===== config.mk =====
export PLATFORM = sky130hd
export DESIGN_NAME = lfsr_xor_stream_cipher
export DESIGN_NICKNAME = d
export VERILOG_FILES = /design/src/rtl/cipher_pkg.sv /design/src/rtl/galois_lfsr.sv /design/src/rtl/lfsr_xor_stream_cipher.sv
export SDC_FILE = /design/constraint.sdc
export NUM_CORES = 1
export LEC_CHECK = 0
export ABC_AREA = 1
export ABC_CLOCK_PERIOD_IN_PS = 1450
export BUFFER_PORTS_ARGS = -buffer_cell sky130_fd_sc_hd__buf_2
export CAP_MARGIN = 0
export CORE_MARGIN = 4
export CORE_UTILIZATION = 55
export CTS_CLUSTER_SIZE = 10
export DETAILED_ROUTE_END_ITERATION = 7
export GPL_ROUTABILITY_DRIVEN = 0
export GPL_TIMING_DRIVEN = 0
export PLACE_DENSITY = 0.76
export SYNTH_ARGS = -nofsm -noshare
export SYNTH_HDL_FRONTEND = slang
export SYNTH_SLANG_ARGS = --single-unit

===== constraint.sdc =====
create_clock -name clk -period 1.45 [get_ports clk]
set_input_delay 0.145 -clock clk [delete_from_list [all_inputs] [get_ports clk]]
set_output_delay 0.145 -clock clk [all_outputs]
set_load 0.02 [all_outputs]

===== src/rtl/cipher_pkg.sv =====
// Shared types and default Galois feedback masks for the LFSR keystream cipher.
package cipher_pkg;

    // Session FSM: NOKEY until the first key load, then IDLE -> GEN -> OUT per word
    typedef enum logic [1:0] {
        ST_NOKEY = 2'd0,
        ST_IDLE  = 2'd1,
        ST_GEN   = 2'd2,
        ST_OUT   = 2'd3
    } state_e;

    // Maximal-length Galois feedback masks (right-shifting form, feedback from bit 0)
    localparam logic [7:0]  TAPS_8  = 8'hB8;
    localparam logic [15:0] TAPS_16 = 16'hB400;
    localparam logic [31:0] TAPS_32 = 32'h8020_0003;

endpackage


===== src/rtl/galois_lfsr.sv =====
// Right-shifting Galois LFSR with parallel seed load and a single-step enable.
// The load has priority over the step so a key load always lands cleanly.
module galois_lfsr #(
    parameter int                LFSR_W = 16,
    parameter logic [LFSR_W-1:0] TAPS   = 16'hB400
) (
    input  logic              clk,
    input  logic              rst,
    input  logic              load,
    input  logic [LFSR_W-1:0] seed,
    input  logic              step,
    output logic [LFSR_W-1:0] state,
    output logic              out_bit
);

    logic [LFSR_W-1:0] lfsr_r;

    // LFSR register: seed load wins, otherwise one Galois shift per step
    always_ff @(posedge clk or negedge rst) begin
        if (!rst) begin
            lfsr_r <= {LFSR_W{1'b0}};
        end else if (load) begin
            lfsr_r <= seed;
        end else if (step) begin
            lfsr_r <= (lfsr_r >> 1) ^ (lfsr_r[0] ? TAPS : {LFSR_W{1'b0}});
        end
    end

    assign state   = lfsr_r;
    assign out_bit = lfsr_r[0];

endmodule


===== src/rtl/lfsr_xor_stream_cipher.sv =====
// LFSR keystream XOR cipher with valid/ready streaming ports. One LFSR step
// produces one keystream bit; a word takes DATA_W steps. Encrypt == decrypt.
// The LFSR runs continuously across words for the whole keyed session.
module lfsr_xor_stream_cipher
    import cipher_pkg::*;
#(
    parameter int                DATA_W = 8,
    parameter int                LFSR_W = 16,
    parameter logic [LFSR_W-1:0] TAPS   = TAPS_16,
    parameter int                CNT_W  = 8
) (
    input  logic              clk,
    input  logic              rst,
    input  logic              key_load_i,
    input  logic [LFSR_W-1:0] key_i,
    input  logic              in_valid_i,
    output logic              in_ready_o,
    input  logic [DATA_W-1:0] in_data_i,
    output logic              out_valid_o,
    input  logic              out_ready_i,
    output logic [DATA_W-1:0] out_data_o,
    output logic              keyed_o,
    output logic [CNT_W-1:0]  word_cnt_o
);

    localparam int             BC_W    = $clog2(DATA_W + 1);
    localparam logic [BC_W-1:0] BC_LAST = BC_W'(DATA_W - 1);

    state_e            state_r;
    state_e            state_s;
    logic [BC_W-1:0]   bit_cnt_r;
    logic [DATA_W-1:0] ks_r;
    logic [DATA_W-1:0] ks_next_s;
    logic [DATA_W-1:0] data_r;
    logic [DATA_W-1:0] out_data_r;
    logic              out_valid_r;
    logic              keyed_r;
    logic [CNT_W-1:0]  word_cnt_r;
    logic [LFSR_W-1:0] seed_s;
    logic              step_s;
    logic              last_bit_s;
    logic              lfsr_bit_s;
    // Full LFSR state is only kept for debug visibility
    logic [LFSR_W-1:0] lfsr_dbg_unused_s;

    // An all-zero seed would lock the LFSR, so it is replaced by 1
    assign seed_s     = (key_i == {LFSR_W{1'b0}}) ? LFSR_W'(1) : key_i;
    assign step_s     = (state_r == ST_GEN) & ~key_load_i;
    assign last_bit_s = (bit_cnt_r == BC_LAST);
    assign ks_next_s  = {lfsr_bit_s, ks_r[DATA_W-1:1]};
    assign in_ready_o = (state_r == ST_IDLE) & ~key_load_i;

    galois_lfsr #(
        .LFSR_W (LFSR_W),
        .TAPS   (TAPS)
    ) u_lfsr (
        .clk     (clk),
        .rst     (rst),
        .load    (key_load_i),
        .seed    (seed_s),
        .step    (step_s),
        .state   (lfsr_dbg_unused_s),
        .out_bit (lfsr_bit_s)
    );

    // FSM state register
    always_ff @(posedge clk or negedge rst) begin
        if (!rst) begin
            state_r <= ST_NOKEY;
        end else begin
            state_r <= state_s;
        end
    end

    // FSM next-state: key load overrides everything, else normal word flow
    always_comb begin
        state_s = state_r;
        if (key_load_i) begin
            state_s = ST_IDLE;
        end else begin
            case (state_r)
                ST_NOKEY: state_s = ST_NOKEY;
                ST_IDLE:  state_s = in_valid_i  ? ST_GEN  : ST_IDLE;
                ST_GEN:   state_s = last_bit_s  ? ST_OUT  : ST_GEN;
                ST_OUT:   state_s = out_ready_i ? ST_IDLE : ST_OUT;
                default:  state_s = ST_NOKEY;
            endcase
        end
    end

    // Datapath: word capture, keystream accumulation, output and counters
    always_ff @(posedge clk or negedge rst) begin
        if (!rst) begin
            bit_cnt_r   <= {BC_W{1'b0}};
            ks_r        <= {DATA_W{1'b0}};
            data_r      <= {DATA_W{1'b0}};
            out_data_r  <= {DATA_W{1'b0}};
            out_valid_r <= 1'b0;
            keyed_r     <= 1'b0;
            word_cnt_r  <= {CNT_W{1'b0}};
        end else if (key_load_i) begin
            bit_cnt_r   <= {BC_W{1'b0}};
            out_valid_r <= 1'b0;
            keyed_r     <= 1'b1;
            word_cnt_r  <= {CNT_W{1'b0}};
        end else begin
            case (state_r)
                ST_IDLE: begin
                    if (in_valid_i) begin
                        data_r    <= in_data_i;
                        bit_cnt_r <= {BC_W{1'b0}};
                    end
                end
                ST_GEN: begin
                    ks_r      <= ks_next_s;
                    bit_cnt_r <= bit_cnt_r + BC_W'(1);
                    if (last_bit_s) begin
                        out_data_r  <= data_r ^ ks_next_s;
                        out_valid_r <= 1'b1;
                    end
                end
                ST_OUT: begin
                    if (out_ready_i) begin
                        out_valid_r <= 1'b0;
                        word_cnt_r  <= word_cnt_r + CNT_W'(1);
                    end
                end
                default: begin
                    out_valid_r <= 1'b0;
                end
            endcase
        end
    end

    assign out_valid_o = out_valid_r;
    assign out_data_o  = out_data_r;
    assign keyed_o     = keyed_r;
    assign word_cnt_o  = word_cnt_r;

endmodule

==> flow_summary.toml <==
[status]
status = "complete, no violations"

[synth]
synthesis.area_um2 = 2589
syn_nets = 338
synth-seq-cells = 55
syn_inst = 307
avgSynthCellArea_um2 = 8.432
ys_seq_area_share_pct = 53.17
synth_warnings = 0
yosys.area.top_type = "dfrtp_1"
synth_top_area_share_pct = 53.17
synth_area_leaders = "dfrtp_1 53%, nand2_1 13%, nor2_1 4.6%"
ys_types = 28

[timing]
setup-violations-final = 0
tns_ns = 0
drv_slew = 0
period_share_pct = 95.22
skew_ns = 0.008300
period_minus_slack_ns = 1.381
hold_violations = 0
hold_slack_ns = 0.05649
worst_pin_slew_ns = 1.179
slew_headroom_pct = 21.38
post-route-worst-setup-slack_ns = 0.06929
fmax_ghz = 0.7243

[route]
finalWirelength_mm = 5.603
viasPerCell = 5.241
drc = 0
wl_per_cell_um = 13.37
drtIter0Drc = 121
dr.pass1.iters = 4
ant_nets = 0
vias = 2196

[placed_design]
dp_slack_ns = -0.02074
place_inst = 405
dp_hpwl_mm = 3.884
io_buffers = 46

[power]
p_leak_nw = 1.564
power.density_nw_per_um2 = 1018
peakVddDrop_v = 0.0005084
total_power_mw = 3.083

[worst_setup_path]
regToRegSetupSlack_ns = 0.13
crit_path_cell_trace = "inv_2 -> nand2_2 -> nor2_4 -> buf_4"
slowest_delay_ns = 0.47
crit_slowest_cell = "dfrtp_2"
arrival_ns = 1.24
worst_setup_path_end_kind = "output port"
crit_type = "reg2out"
cp_max_fo = 6
startpoint_type = "flip-flop"
required_ns = 1.31

[floorplanning]
dieWidth_um = 76.61
core-area_um2 = 4444
io_pins = 48
start_util_pct = 58.25
dieArea_um2 = 5868
die_y_um = 76.61
rows = 24

[finish]
syn_to_final_growth_pct = 16.96
layout.nets = 397
stdcell_count = 419
drive_gt1_share_pct = 21.25
final_common_cell = "nand2_1"
num-fill-cells = 376
diodes = 0
layout_common_cells = "93 x nand2_1, 53 x dfrtp_1, 50 x buf_2"

[clocking]
clock_latency_ns = 0.31
hold_buffers = 0
cts_root_buf = "clkbuf_8"
cts_tree = "yes"
cts.sinks = 55
htreeDepth = 2
cts_made_buffers = 5
path_clk_slew_ns = 0.10
cts_max_path_buffers = 2

[flow_run]
maxCapViolations = 0

[hold_path]
hold_class = "in2async"

[global_routing]
first_global_vias = 2201
antenna_found_initial = 0
grt_max_degree = 56
gr-total-overflow = 0
grt_pass1_wl_mm = 9.798
track_usage_pct = 20.62
-- critical path: cells and delay by family, from the launching register on --
family	cells	cell delay (ns)
DFF	1	0.47
and+or+nand+nor	2	0.21
buffers and inverters	2	0.24
-- report_power, final --
part           leakage [nW]  internal (mW)  switching, mW
Sequential            0.665           1.68          0.105
Clock                0.0412          0.339          0.496
Combinational         0.858          0.186          0.274
Total                  1.56           2.21          0.875
-- cells in the mapped netlist (all sizes together) --
master	n
o211ai	5
clkinv	1
nand2	95
dfrtp	55
nor3	1
nor2	33
nand3b	1
ha	2
a21oi	7
o22ai	4
a211oi	1
clkbuf	3
o21ai	20
nand3	22
xnor2	2
or2	1
nand4	2
xor2	9
inv	31
o221ai	5
buf	7
-- cell type report --
type                       count  area (µm²)  area share (%)
clock buffer                   6       72.57           2.397
tap                           52       65.06           2.149
sequential                    55        1379           45.54
inverter                      32       125.1           4.132
multi-input combinational    210        1033           34.13
clock inverter                 2       12.51          0.4132
timing repair buffer          52       279.0           9.215
buffer                        10       61.31           2.025
-- logic make-up (layout without fill, tap and decap cells) --
| family | count (synthesis) | after routing | share of synthesized area [%] |
|---|---|---|---|
| adders and majority gates | 2 | 2 | 0.9665 |
| xor gates and xnor gates | 11 | 11 | 3.722 |
| buffers and inverters | 42 | 102 | 7.105 |
| and+or+nand+nor | 155 | 155 | 25.42 |
| DFF | 55 | 55 | 53.17 |
| AOI/OAI and AO/OA | 42 | 42 | 9.618 |
-- worst paths after layout --
kind | from | to | depth (start not counted)
setup / recovery | state_r[1] | in_ready_o | 4
hold / removal | rst | out_data_o[6] | 1
setup reg to reg | state_r[0] | out_data_o[3] | 6
hold reg to reg | keyed_o | keyed_o | 1
max in group asynchronous | rst | state_r[0] | 1
min in group clk | key_i[6] | u_lfsr.state[6] | 3
-- stage by stage --
stage                     util (%)  cell area (µm²)
after global placement       64.89             2884
final                        68.13             3028
after CTS                    67.12             2983
after floorplan                  -             2589
after detailed placement     64.89             2884
after global routing         68.13             3028
-- timing repair --
item,4_1_cts,5_1_grt
resized for setup,2,5
pin swaps,1,1
buffers inserted,1,4
cloned,0,1
setup endpoints to repair,9,13
-- registers in the layout, indices dropped and copies added (netlist names) --
register	flops
u_lfsr.state	16
data_r	8
out_data_o	8
word_cnt_o	8
ks_r	7
bit_cnt_r	4
state_r	2
keyed_o	1
out_valid_o	1
-- layer usage --
metal	share of wire [%]	vias up	global-route usage [%]
li1	-	1102	-
met5	0	-	0
met2	49	45	34.89
met1	45	1044	26.34
met4	1.2	0	6.703
met3	4.8	5	4.492
(Power assumes the default switching activity.)
